**config.mk**
```make
export PLATFORM = sky130hd
export DESIGN_NAME = sensor_trigger_sequencer
export DESIGN_NICKNAME = d
export VERILOG_FILES = /design/src/rtl/sensor_trigger_sequencer_pkg.sv /design/src/rtl/sensor_trigger_sequencer_lane.sv /design/src/rtl/sensor_trigger_sequencer.sv
export SDC_FILE = /design/constraint.sdc
export NUM_CORES = 1
export LEC_CHECK = 0
export CORE_MARGIN = 8
export CORE_UTILIZATION = 45
export CTS_BUF_LIST = sky130_fd_sc_hd__clkbuf_4
export CTS_CLUSTER_DIAMETER = 40
export CTS_CLUSTER_SIZE = 16
export DETAILED_ROUTE_END_ITERATION = 7
export MAX_ROUTING_LAYER = met4
export PLACE_DENSITY_LB_ADDON = 0.15
export SETUP_SLACK_MARGIN = 0.4
export SKIP_LAST_GASP = 1
export SLEW_MARGIN = 10
export SYNTH_ARGS = -nofsm -noshare
export SYNTH_HDL_FRONTEND = slang
export SYNTH_SLANG_ARGS = --single-unit
export TNS_END_PERCENT = 5
```
**constraint.sdc**
```tcl
create_clock -name clk -period 2.1 [get_ports clk]
set_input_delay 0.42 -clock clk [delete_from_list [all_inputs] [get_ports clk]]
set_output_delay 0.42 -clock clk [all_outputs]
set_load 0.005 [all_outputs]
```
**src/rtl/sensor_trigger_sequencer_pkg.sv**
```systemverilog
// Shared types and constants for the sensor trigger sequencer.
// Pure declarations: no logic, no latency.
// Sensor index constants mirror the driver-side enumeration of enable bits.
package sensor_trigger_sequencer_pkg;

  // Default lane count and counter width
  localparam int N_SENSORS_DEF = 10;
  localparam int CNT_W_DEF     = 16;

  // Round sequencing states
  typedef enum logic [1:0] {
    ST_IDLE = 2'd0,
    ST_RUN  = 2'd1,
    ST_DONE = 2'd2
  } seq_state_t;

  // Lane indices; must match the timing manager enable bit order
  localparam int SENSOR_ADC     = 0;
  localparam int SENSOR_ENCODER = 1;
  localparam int SENSOR_AMDS_0  = 2;
  localparam int SENSOR_AMDS_1  = 3;
  localparam int SENSOR_AMDS_2  = 4;
  localparam int SENSOR_AMDS_3  = 5;
  localparam int SENSOR_EDDY_0  = 6;
  localparam int SENSOR_EDDY_1  = 7;
  localparam int SENSOR_EDDY_2  = 8;
  localparam int SENSOR_EDDY_3  = 9;

endpackage

```
**src/rtl/sensor_trigger_sequencer_lane.sv**
```systemverilog
// One sensor lane: delayed start pulse, completion capture, timeout flag.
// Start pulse is registered: one cycle after elapsed matches the lane delay.
// No backpressure; done edges are captured the cycle after they are seen.
module sensor_seq_lane
  import sensor_trigger_sequencer_pkg::*;
#(
  parameter int CNT_W = CNT_W_DEF
) (
  input  logic             clk,
  input  logic             rst,
  input  logic             en,
  input  logic [CNT_W-1:0] delay,
  input  logic [CNT_W-1:0] elapsed,
  input  logic             run,
  input  logic             round_start,
  input  logic             timeout_hit,
  input  logic             clear,
  input  logic             done_raw,
  output logic             start,
  output logic             done,
  output logic             timeout_flag
);

  logic raw_q;
  logic started;
  logic start_hit;
  logic edge_hit;
  logic to_hit;

  // Lane events for this cycle. A lane already closed by timeout (done set
  // while unstarted) must never start, nor may one whose delay coincides
  // with the timeout cycle. A done edge in the timeout cycle beats the timeout.
  always_comb begin
    start_hit = run && en && !started && !done && !timeout_hit && (elapsed == delay);
    edge_hit  = run && en && started && done_raw && !raw_q;
    to_hit    = run && en && !done && timeout_hit && !edge_hit;
  end

  // Lane state: edge flop, start pulse, started/done tracking, sticky timeout flag
  always_ff @(posedge clk) begin
    if (rst) begin
      raw_q        <= 1'b0;
      started      <= 1'b0;
      start        <= 1'b0;
      done         <= 1'b0;
      timeout_flag <= 1'b0;
    end else begin
      raw_q <= done_raw;
      start <= start_hit;

      if (round_start) begin
        started <= 1'b0;
        done    <= 1'b0;
      end else begin
        if (start_hit) begin
          started <= 1'b1;
        end
        if (edge_hit || to_hit) begin
          done <= 1'b1;
        end
      end

      // A new timeout takes priority over a same-cycle clear
      if (to_hit) begin
        timeout_flag <= 1'b1;
      end else if (clear) begin
        timeout_flag <= 1'b0;
      end
    end
  end

endmodule

```
**src/rtl/sensor_trigger_sequencer.sv**
```systemverilog
// Turns one acquisition trigger into staggered per-sensor starts and tracks completion.
// Starts land 2+delay_i cycles after the trigger; round_done 1 cycle after the last done.
// No backpressure: triggers outside IDLE are dropped and flagged as overrun.
module sensor_trigger_sequencer
  import sensor_trigger_sequencer_pkg::*;
#(
  parameter int N_SENSORS = N_SENSORS_DEF,
  parameter int CNT_W     = CNT_W_DEF
) (
  input  logic                       clk,
  input  logic                       rst,
  input  logic                       trigger,
  input  logic [N_SENSORS-1:0]       en_bits,
  input  logic [N_SENSORS*CNT_W-1:0] delay_cfg,
  input  logic [CNT_W-1:0]           timeout_cfg,
  input  logic                       clear_flags,
  input  logic [N_SENSORS-1:0]       sensor_done_raw,
  output logic [N_SENSORS-1:0]       sensor_start,
  output logic [N_SENSORS-1:0]       sensor_done,
  output logic [N_SENSORS-1:0]       timeout_flags,
  output logic                       overrun,
  output logic                       busy,
  output logic                       round_done
);

  seq_state_t           state_q;
  seq_state_t           state_d;
  logic [CNT_W-1:0]     elapsed;
  logic [N_SENSORS-1:0] en_q;
  logic                 accept;
  logic                 run;
  logic                 timeout_hit;
  logic                 all_done;
  logic                 ovr_set;

  // Round-level qualifiers shared by every lane
  always_comb begin
    accept      = (state_q == ST_IDLE) && trigger && (en_bits != '0);
    run         = (state_q == ST_RUN);
    timeout_hit = run && (timeout_cfg != '0) && (elapsed == timeout_cfg);
    all_done    = &(sensor_done | ~en_q);
    ovr_set     = trigger && (state_q != ST_IDLE);
  end

  // State register
  always_ff @(posedge clk) begin
    if (rst) begin
      state_q <= ST_IDLE;
    end else begin
      state_q <= state_d;
    end
  end

  // Next state and round status outputs. RUN exits on the registered done
  // vector, so a timeout closes the round one cycle after the flags appear.
  always_comb begin
    state_d    = state_q;
    busy       = 1'b0;
    round_done = 1'b0;
    case (state_q)
      ST_IDLE: begin
        if (accept) begin
          state_d = ST_RUN;
        end
      end
      ST_RUN: begin
        busy = 1'b1;
        if (all_done) begin
          state_d = ST_DONE;
        end
      end
      ST_DONE: begin
        round_done = 1'b1;
        state_d    = ST_IDLE;
      end
      default: begin
        state_d = ST_IDLE;
      end
    endcase
  end

  // Elapsed counter: zeroed on accept, saturating count while running
  always_ff @(posedge clk) begin
    if (rst) begin
      elapsed <= '0;
    end else if (accept) begin
      elapsed <= '0;
    end else if (run && (elapsed != {CNT_W{1'b1}})) begin
      elapsed <= elapsed + CNT_W'(1);
    end
  end

  // Enable snapshot for the round
  always_ff @(posedge clk) begin
    if (rst) begin
      en_q <= '0;
    end else if (accept) begin
      en_q <= en_bits;
    end
  end

  // Sticky overrun; a new overrun beats a same-cycle clear
  always_ff @(posedge clk) begin
    if (rst) begin
      overrun <= 1'b0;
    end else if (ovr_set) begin
      overrun <= 1'b1;
    end else if (clear_flags) begin
      overrun <= 1'b0;
    end
  end

  genvar gi;
  generate
    for (gi = 0; gi < N_SENSORS; gi++) begin : g_lane
      sensor_seq_lane #(
        .CNT_W(CNT_W)
      ) u_lane (
        .clk         (clk),
        .rst         (rst),
        .en          (en_q[gi]),
        .delay       (delay_cfg[gi*CNT_W +: CNT_W]),
        .elapsed     (elapsed),
        .run         (run),
        .round_start (accept),
        .timeout_hit (timeout_hit),
        .clear       (clear_flags),
        .done_raw    (sensor_done_raw[gi]),
        .start       (sensor_start[gi]),
        .done        (sensor_done[gi]),
        .timeout_flag(timeout_flags[gi])
      );
    end
  endgenerate

endmodule

```
==> results of run 1 <==
metal layers:
| metal | track usage | wire length [um] |
|---|---|---|
| met1 | 0.307 | 9000 |
| met3 | 0.0381 | 1430 |
| met4 | 0.0684 | 428 |
| met2 | 0.468 | 11300 |
| met5 | - | 0 |
registers in the layout (all words and copies together) (netlist names):
| signal | cells |
|---|---|
| en_q | 10 |
| g_lane.u_lane.done | 10 |
| g_lane.u_lane.start | 10 |
| state_q | 2 |
| overrun | 1 |
| elapsed | 16 |
| g_lane.u_lane.raw_q | 10 |
| g_lane.u_lane.timeout_flag | 10 |
| g_lane.u_lane.started | 10 |
cell usage after synthesis, types with 2 or more instances:
library cell and count:
sky130_fd_sc_hd__a21oi_1 14, sky130_fd_sc_hd__a311oi_2 4, sky130_fd_sc_hd__buf_2 26, sky130_fd_sc_hd__buf_4 35, sky130_fd_sc_hd__buf_6 9, sky130_fd_sc_hd__clkbuf_1 6
sky130_fd_sc_hd__dfxtp_1 79, sky130_fd_sc_hd__inv_1 14, sky130_fd_sc_hd__mux2i_1 4, sky130_fd_sc_hd__nand2_1 29, sky130_fd_sc_hd__nand2b_1 10, sky130_fd_sc_hd__nand3_1 15
sky130_fd_sc_hd__nand3b_1 6, sky130_fd_sc_hd__nand4_1 29, sky130_fd_sc_hd__nand4b_1 8, sky130_fd_sc_hd__nor2_1 51, sky130_fd_sc_hd__nor2b_1 12, sky130_fd_sc_hd__nor3_1 19
sky130_fd_sc_hd__nor4_1 42, sky130_fd_sc_hd__nor4_2 6, sky130_fd_sc_hd__o21ai_0 11, sky130_fd_sc_hd__o21ai_2 10, sky130_fd_sc_hd__o31a_1 5, sky130_fd_sc_hd__or3_1 5
sky130_fd_sc_hd__or3b_1 2, sky130_fd_sc_hd__or4_1 5, sky130_fd_sc_hd__xnor2_1 75, sky130_fd_sc_hd__xnor2_2 2, sky130_fd_sc_hd__xor2_1 113
path summary, 6_finish.rpt:
kind,endpoint,from,slack (ns)
worst max-delay path,g_lane[0].u_lane.timeout_flag,elapsed[7],0.22
worst min-delay path,en_q[6],en_bits[6],0.43
worst max register to register,g_lane[0].u_lane.timeout_flag,elapsed[7],0.22
worst min register to register,g_lane[4].u_lane.timeout_flag,g_lane[4].u_lane.timeout_flag,0.47
stage by stage:
stage | hold slack (ns) | utilization | worst slack (ns) | total power [W] | cells
finish | 0.433 | 0.707 | 0.225 | 0.00334 | 1091
global route | 0.417 | 0.707 | 0.148 | 0.00347 | 1091
CTS | 0.472 | 0.685 | 0.224 | 0.00332 | 1082
detailed placement | 0.450 | 0.663 | -0.405 | 0.00247 | 1059
global placement | 0.441 | 0.663 | -0.339 | 0.00245 | 1059
floorplan | 0.431 | - | 0.404 | 0.00190 | 663
power breakdown:
| part | switching [W] | leakage, nW | internal (W) |
|---|---|---|---|
| sequential | 0.0000228 | 0.650 | 0.00152 |
| clock | 0.000596 | 0.0625 | 0.000257 |
| combinational | 0.000374 | 2.66 | 0.000562 |
placed cells by master, fill, tap and decap left out, types with 3 or more instances in the layout:
cell	count
sky130_fd_sc_hd__a21oi_1	14
sky130_fd_sc_hd__a311oi_2	4
sky130_fd_sc_hd__buf_12	5
sky130_fd_sc_hd__buf_4	69
sky130_fd_sc_hd__buf_6	7
sky130_fd_sc_hd__clkbuf_4	9
sky130_fd_sc_hd__clkdlybuf4s50_1	215
sky130_fd_sc_hd__dfxtp_1	64
sky130_fd_sc_hd__dfxtp_2	10
sky130_fd_sc_hd__dfxtp_4	5
sky130_fd_sc_hd__dlygate4sd2_1	13
sky130_fd_sc_hd__dlymetal6s2s_1	4
sky130_fd_sc_hd__inv_1	14
sky130_fd_sc_hd__mux2i_1	4
sky130_fd_sc_hd__nand2_1	29
sky130_fd_sc_hd__nand2b_1	9
sky130_fd_sc_hd__nand3_1	14
sky130_fd_sc_hd__nand3b_1	6
sky130_fd_sc_hd__nand4_1	29
sky130_fd_sc_hd__nand4b_1	8
sky130_fd_sc_hd__nor2_1	49
sky130_fd_sc_hd__nor2b_1	12
sky130_fd_sc_hd__nor3_1	12
sky130_fd_sc_hd__nor3_2	6
sky130_fd_sc_hd__nor4_1	33
sky130_fd_sc_hd__nor4_2	9
sky130_fd_sc_hd__nor4_4	7
sky130_fd_sc_hd__o21ai_0	10
sky130_fd_sc_hd__o21ai_2	10
sky130_fd_sc_hd__o31a_1	5
sky130_fd_sc_hd__or2_4	3
sky130_fd_sc_hd__or3_1	4
sky130_fd_sc_hd__or4_1	5
sky130_fd_sc_hd__xnor2_1	75
sky130_fd_sc_hd__xor2_1	110
cell families after synthesis:
family,after synthesis,share of synthesized area
compound gates,51,0.0680
flops,79,0.277
xor+xnor,190,0.294
buf+inv,91,0.100
simple gates,247,0.251
mux,4,0.00702
fa+ha+maj,1,0.00219
layout make-up:
| class | instances | area (um^2) | area share |
|---|---|---|---|
| Clock buffer | 9 | 67.6 | 0.00763 |
| Clock inverter | 7 | 56.3 | 0.00636 |
| Inverter | 15 | 56.3 | 0.00636 |
| Multi-Input combinational cell | 494 | 3790 | 0.428 |
| Sequential cell | 79 | 1610 | 0.182 |
| Tap cell | 172 | 215 | 0.0243 |
| Timing Repair Buffer | 315 | 3050 | 0.345 |
worst register-to-register path: stages (launching register included):
cell	delay, ns
sky130_fd_sc_hd__dfxtp_4	0.41
sky130_fd_sc_hd__xor2_4	0.20
sky130_fd_sc_hd__nor4_2	0.30
sky130_fd_sc_hd__nand4_1	0.25
sky130_fd_sc_hd__buf_4	0.22
sky130_fd_sc_hd__or2_4	0.29
sky130_fd_sc_hd__o21ai_2	0.15
repair_timing:
item                       4_1_cts  5_1_grt
setup endpoints to repair      100      101
cloned                           1        1
pin swaps                       16       14
gates resized for setup         46       39
hold buffers                     0        0
setup buffers                    6        8
==> reports/summary.json, run 1 <==
{
  "run_status": "complete, no violations",
  "cts-htree-levels": 3,
  "synth_fp_nets": 864,
  "mapped_cell_area_um2": 5700,
  "routed_wire_per_std_cell_um": 20.3,
  "final_max_slew_viol_count": 0,
  "worst_setup_sp_type": "flop",
  "layout-drive-gt1-share": 0.186,
  "timing.critical_path.arrival_ns": 2.24,
  "critical_path.n_buffers_inverters": 1,
  "synth_top_area_frac": 0.277,
  "fin_nets": 1115,
  "gp_congestion": 0.905,
  "cts_tree": "built",
  "grt_antenna_before_repair": 0,
  "totalWireLength_mm": 22.2,
  "postSynthRegisterBits": 79,
  "row_count": 41,
  "detailroute.via_count": 5772,
  "timing.clock.skew_ns": 0.0202,
  "synth-main-ff-cell": "sky130_fd_sc_hd__dfxtp_1",
  "max-clock-path-buffers": 2,
  "path_clk_slew_ns": 0.15,
  "worst_ep_required_time_ns": 2.47,
  "grt_pass1_vias": 6121,
  "final-setup-viol-count": 0,
  "worst_hold_path_type": "in -> reg",
  "max-cap-violations": 0,
  "async_flop_share": 0,
  "grt_pass1_wl_mm": 33.0,
  "drtIter0Drc": 482,
  "min_period_ns": 1.88,
  "critPathKind": "reg -> reg",
  "drc": 0,
  "worstPathCellList": "xor2_4, nor4_2, nand4_1, buf_4, or2_4, o21ai_2",
  "maximum_fanout_along_the_worst_path": 6,
  "core_um2": 12500,
  "max_clock_freq_mhz": 533,
  "placedInstanceArea_um2": 8300,
  "synth.distinct_cells": 46,
  "place.port_buffers": 232,
  "synthCells": 663,
  "cp_slowest_stage_delay_ns": 0.41,
  "detailed_place_hpwl_mm": 18.1,
  "grt_setup_unrepaired": "true",
  "synth-edff-count": 0,
  "worstMarginPinSlew_ns": 0.796,
  "initial_utilization": 0.456,
  "timing.critical_path.slowest_stage_cell": "sky130_fd_sc_hd__dfxtp_4",
  "yosysWarnings": 0,
  "vdd_ir_drop_max_uv": 219,
  "fin_tns_setup_ns": 0,
  "floorplan.io_pins": 233,
  "routed_via_density": 5.29,
  "path_length_in_cells_of_the_critical_path": 6,
  "design_area_um2": 8850,
  "synth_top_cells_by_area": "sky130_fd_sc_hd__dfxtp_1 (28%), sky130_fd_sc_hd__xor2_1 (17%), sky130_fd_sc_hd__xnor2_1 (12%), sky130_fd_sc_hd__buf_4 (4.6%), sky130_fd_sc_hd__nor4_1 (4.6%)",
  "insertedDiodeCount": 0,
  "chipWidth_um": 129,
  "ctsRootBufferMaster": "sky130_fd_sc_hd__clkbuf_4",
  "area_growth_pct": 55.2,
  "layout_worst_path_cycle_share": 0.893,
  "cts_sinks": 79,
  "ys_seq_area_frac": 0.277,
  "grt_max_degree": 20,
  "groute.usage.overall": 0.264,
  "timing_hold_violations_final": 0,
  "synth_largest_area_cell": "sky130_fd_sc_hd__dfxtp_1",
  "worstRegToRegCells": 6,
  "cts_inserted_buffers": 9,
  "die_area_um2": 16500,
  "worst_skew_pair.late_latency_ns": 0.44,
  "route.antenna.remaining_nets": 0,
  "detailedRoute.firstPassIterationCount": 5,
  "die_height_um": 129,
  "slew_headroom": 0.467,
  "setup.worst_path.end_class": "flop",
  "p_leak_nw": 3.37,
  "critPathTopFamily": "simple AND/OR/NAND/NOR gates",
  "powerDensity_nw_per_um2": 377,
  "hold-path-cell-count": 4,
  "synth.avg_cell_area_um2": 8.60,
  "grt_overflow": 0,
  "num-fill-cells": 1038
}
No activity file was read; power rests on OpenSTA's default activity.
==> run 2, diff against run 1 <==
--- a/config.mk
+++ b/config.mk
@@ -6,7 +6,7 @@
 export NUM_CORES = 1
 export LEC_CHECK = 0
 export CORE_MARGIN = 8
-export CORE_UTILIZATION = 45
+export CORE_UTILIZATION = 40
 export CTS_BUF_LIST = sky130_fd_sc_hd__clkbuf_4
 export CTS_CLUSTER_DIAMETER = 40
 export CTS_CLUSTER_SIZE = 16
==> run 2 against run 1 <==
Cell area grew 0.85%. Die area grew 11%. Global-route usage shrank 2.6 points. Highest routed layer unchanged. Final cell count grew 1.2%. Critical endpoint is now elapsed[10]. Fmax grew 2.5%. Combinational power is essentially flat. Power grew 2.1%. Critical path type unchanged. Non-clock buffer count grew 7. Clock skew grew 0.0036 ns.
==> reports/summary.json, run 2 (synthesized netlist as in run 1, its figures left out) <==
{
  "run_status": {"value": "complete, no violations", "change": "unchanged"},
  "internal_power": {"value": 0.00247, "unit": "W", "change": "was 0.00234 W"},
  "critPathTopFamily": {"value": "simple AND/OR/NAND/NOR gates", "change": "unchanged"},
  "timing.critical_path.arrival": {"value": 2.17, "unit": "ns", "change": "was 2.24 ns"},
  "detailed_place_hpwl": {"value": 17.9, "unit": "mm", "change": "was 18.1 mm"},
  "timing.clock.skew": {"value": 0.0238, "unit": "ns", "change": "was 0.0202 ns"},
  "cts_inserted_buffers": {"value": 9, "change": "unchanged"},
  "grt_antenna_before_repair": {"value": 0, "change": "unchanged"},
  "detailedRoute.firstPassIterationCount": {"value": 5, "change": "unchanged"},
  "insertedDiodeCount": {"value": 0, "change": "unchanged"},
  "worstRegToRegCells": {"value": 6, "change": "unchanged"},
  "worstMarginPinSlew": {"value": 0.697, "unit": "ns", "change": "was 0.796 ns"},
  "timing.critical_path.to": {"value": "elapsed[10]", "change": "was g_lane[0].u_lane.timeout_flag"},
  "switching_share": {"value": 0.275, "change": "was 0.298"},
  "vdd_ir_drop_max": {"value": 195, "unit": "uV", "change": "was 219 uV"},
  "detailroute.via_count": {"value": 5614, "change": "was 5772"},
  "cts_sinks": {"value": 79, "change": "unchanged"},
  "largest-register": {"value": "elapsed", "change": "unchanged"},
  "groute.usage.overall": {"value": 0.238, "change": "was 0.264"},
  "maximum_fanout_along_the_worst_path": {"value": 4, "change": "was 6"},
  "critPathKind": {"value": "reg -> reg", "change": "unchanged"},
  "chipWidth": {"value": 135, "unit": "um", "change": "was 129 um"},
  "route.antenna.remaining_nets": {"value": 0, "change": "unchanged"},
  "r2r_slack": {"value": 0.27, "unit": "ns", "change": "was 0.22 ns"},
  "reg2reg_to": {"value": "elapsed[10]", "change": "was g_lane[0].u_lane.timeout_flag"},
  "die_area": {"value": 18300, "unit": "um^2", "change": "was 16500 um^2"},
  "timing_hold_violations_final": {"value": 0, "change": "unchanged"},
  "layout_worst_path_cycle_share": {"value": 0.871, "change": "was 0.893"},
  "path_length_in_cells_of_the_critical_path": {"value": 6, "change": "unchanged"},
  "worst_setup_sp_type": {"value": "flop", "change": "unchanged"},
  "worst_hold_path_type": {"value": "in -> reg", "change": "unchanged"},
  "layout-drive-gt1-share": {"value": 0.195, "change": "was 0.186"},
  "grt_overflow": {"value": 0, "change": "unchanged"},
  "grt_max_degree": {"value": 30, "change": "was 20"},
  "largest_reg_flops": {"value": 16, "change": "unchanged"},
  "p_sw": {"value": 0.000937, "unit": "W", "change": "was 0.000993 W"},
  "proportion_of_power_drawn_by_the_clock_network": {"value": 0.270, "change": "was 0.256"},
  "final_max_slew_viol_count": {"value": 0, "change": "unchanged"},
  "final-setup-viol-count": {"value": 0, "change": "unchanged"},
  "die_height": {"value": 135, "unit": "um", "change": "was 129 um"},
  "timing.critical_path.slowest_stage_cell": {"value": "sky130_fd_sc_hd__or4_4", "change": "was sky130_fd_sc_hd__dfxtp_4"},
  "startpoint": {"value": "elapsed[0]", "change": "was elapsed[7]"},
  "max_clock_freq": {"value": 547, "unit": "MHz", "change": "was 533 MHz"},
  "path_clk_slew": {"value": 0.14, "unit": "ns", "change": "was 0.15 ns"},
  "ctsRootBufferMaster": {"value": "sky130_fd_sc_hd__clkbuf_4", "change": "unchanged"},
  "setup.worst_path.end_class": {"value": "flop", "change": "unchanged"},
  "final_common_cell": {"value": "sky130_fd_sc_hd__clkdlybuf4s50_1", "change": "unchanged"},
  "initial_utilization": {"value": 0.411, "change": "was 0.456"},
  "max-cap-violations": {"value": 0, "change": "unchanged"},
  "routed_wire_per_std_cell": {"value": 19.7, "unit": "um", "change": "was 20.3 um"},
  "cts-htree-levels": {"value": 3, "change": "unchanged"},
  "fin_nets": {"value": 1121, "change": "was 1115"},
  "rr_startpoint": {"value": "elapsed[0]", "change": "was elapsed[7]"},
  "totalWireLength": {"value": 21.8, "unit": "mm", "change": "was 22.2 mm"},
  "drtIter0Drc": {"value": 285, "change": "was 482"},
  "max-clock-path-buffers": {"value": 2, "change": "unchanged"},
  "worst_skew_pair.late_latency": {"value": 0.46, "unit": "ns", "change": "was 0.44 ns"},
  "worst_ep_required_time": {"value": 2.44, "unit": "ns", "change": "was 2.47 ns"},
  "p_leak": {"value": 3.42, "unit": "nW", "change": "was 3.37 nW"},
  "most_frequent_cells_in_the_layout": {"value": "sky130_fd_sc_hd__clkdlybuf4s50_1 (224), sky130_fd_sc_hd__xor2_1 (113), sky130_fd_sc_hd__xnor2_1 (72), sky130_fd_sc_hd__buf_4 (70), sky130_fd_sc_hd__dfxtp_1 (61)", "change": "was sky130_fd_sc_hd__clkdlybuf4s50_1 (215), sky130_fd_sc_hd__xor2_1 (110), sky130_fd_sc_hd__xnor2_1 (75), sky130_fd_sc_hd__buf_4 (69), sky130_fd_sc_hd__dfxtp_1 (64)"},
  "cp_slowest_stage_delay": {"value": 0.48, "unit": "ns", "change": "was 0.41 ns"},
  "grt_pass1_wl": {"value": 32.8, "unit": "mm", "change": "was 33.0 mm"},
  "combPwrFrac": {"value": 0.275, "change": "was 0.280"},
  "area_growth": {"value": 56.5, "unit": "%", "change": "was 55.2%"},
  "min_period": {"value": 1.83, "unit": "ns", "change": "was 1.88 ns"},
  "powerDensity": {"value": 381, "unit": "nW/um^2", "change": "was 377 nW/um^2"},
  "post_cts_hold_buffer_count": {"value": 0, "change": "unchanged"},
  "floorplan.io_pins": {"value": 233, "change": "unchanged"},
  "grt_pass1_vias": {"value": 6057, "change": "was 6121"},
  "final_core_util": {"value": 0.643, "change": "was 0.707"},
  "slew_headroom": {"value": 0.534, "change": "was 0.467"},
  "row_count": {"value": 43, "change": "was 41"},
  "grt_setup_unrepaired": {"value": "true", "change": "unchanged"},
  "gp_congestion": {"value": 0.907, "change": "was 0.905"},
  "cts_tree": {"value": "built", "change": "unchanged"},
  "worstPathCellList": {"value": "ha_1, nand3_1, or4_4, nor3b_2, xnor2_1, nor2_1", "change": "was xor2_4, nor4_2, nand4_1, buf_4, or2_4, o21ai_2"},
  "core": {"value": 13900, "unit": "um^2", "change": "was 12500 um^2"},
  "place.port_buffers": {"value": 232, "change": "unchanged"},
  "drc": {"value": 0, "change": "unchanged"},
  "sequentialPowerShare": {"value": 0.455, "change": "was 0.464"},
  "critical_path.n_buffers_inverters": {"value": 0, "change": "was 1"},
  "report.power.total": {"value": 0.00340, "unit": "W", "change": "was 0.00334 W"},
  "routed_via_density": {"value": 5.09, "change": "was 5.29"}
}
==> run 2: changes by cell type in the layout (fill, tap and decap cells not counted), sizes merged, moves of 3 or more <==
cell / delta
clkdlybuf4s50: +9
buf: +8
dlygate4sd2: -8
inv: -3
==> run 2: repair_timing <==
item,CTS,global route
setup endpoints to repair,90,89
pin swaps,13,7
setup buffers,11,10
resized for setup,56,24
==> run 2: how the worst min path moves through the flow <==
stage,start,end,depth (start not counted)
5_1_grt,en_bits[8],en_q[8],4
3_5_place_dp,g_lane[0].u_lane.timeout_flag,g_lane[0].u_lane.timeout_flag,2
6_report,en_bits[0],en_q[0],4
2_1_floorplan,g_lane[0].u_lane.timeout_flag,g_lane[0].u_lane.timeout_flag,2
3_3_place_gp,g_lane[0].u_lane.timeout_flag,g_lane[0].u_lane.timeout_flag,2
4_1_cts,g_lane[2].u_lane.timeout_flag,g_lane[2].u_lane.timeout_flag,2
==> run 2: final cells by class <==
class / instances / area [um^2]
fillers: 1227 / 4950
repair buffers: 322 / 3150
well taps: 180 / 225
inverters: 15 / 56.3
multi-input cells: 493 / 3750
clock buffers: 10 / 75.1
flip-flops and latches: 79 / 1610
clock inverters: 5 / 60.1
==> run 2: worst min-delay path, cell delays in order <==
cell and delay [ns]:
sky130_fd_sc_hd__dlymetal6s2s_1 0.16, sky130_fd_sc_hd__buf_4 0.14, sky130_fd_sc_hd__a21oi_1 0.05, sky130_fd_sc_hd__nor2_1 0.09
==> run 2: per-stage QoR <==
step / setup WS [ns] / area [um^2] / hold slack, ns / std cells / TNS, ns
final: 0.271 / 8930 / 0.432 / 1104 / 0
after floorplan: 0.404 / 5720 / 0.431 / 663 / 0
after CTS: 0.245 / 8740 / 0.470 / 1094 / 0
after global routing: 0.208 / 8930 / 0.433 / 1104 / 0
after detailed placement: -0.383 / 8330 / 0.450 / 1068 / -12.58
after global placement: -0.334 / 8330 / 0.438 / 1068 / -12.19
==> run 2: routing by layer <==
| metal | global-route usage | vias to the layer above | part of all wire |
|---|---|---|---|
| met5 | - | - | 0 |
| met4 | 0.0635 | 0 | 0.016 |
| met3 | 0.0386 | 28 | 0.036 |
| met2 | 0.412 | 172 | 0.52 |
| met1 | 0.280 | 2661 | 0.43 |
| li1 | - | 2753 | - |
==> run 2: power by group through the flow <==
stage	Sequential (W)	Clock, W	Combinational [W]
finish	0.00155	0.000920	0.000937
global route	0.00155	0.00101	0.00100
CTS	0.00155	0.000943	0.000917
detailed placement	0.00158	0	0.000888
global placement	0.00158	0	0.000880
floorplan	0.00157	0	0.000323
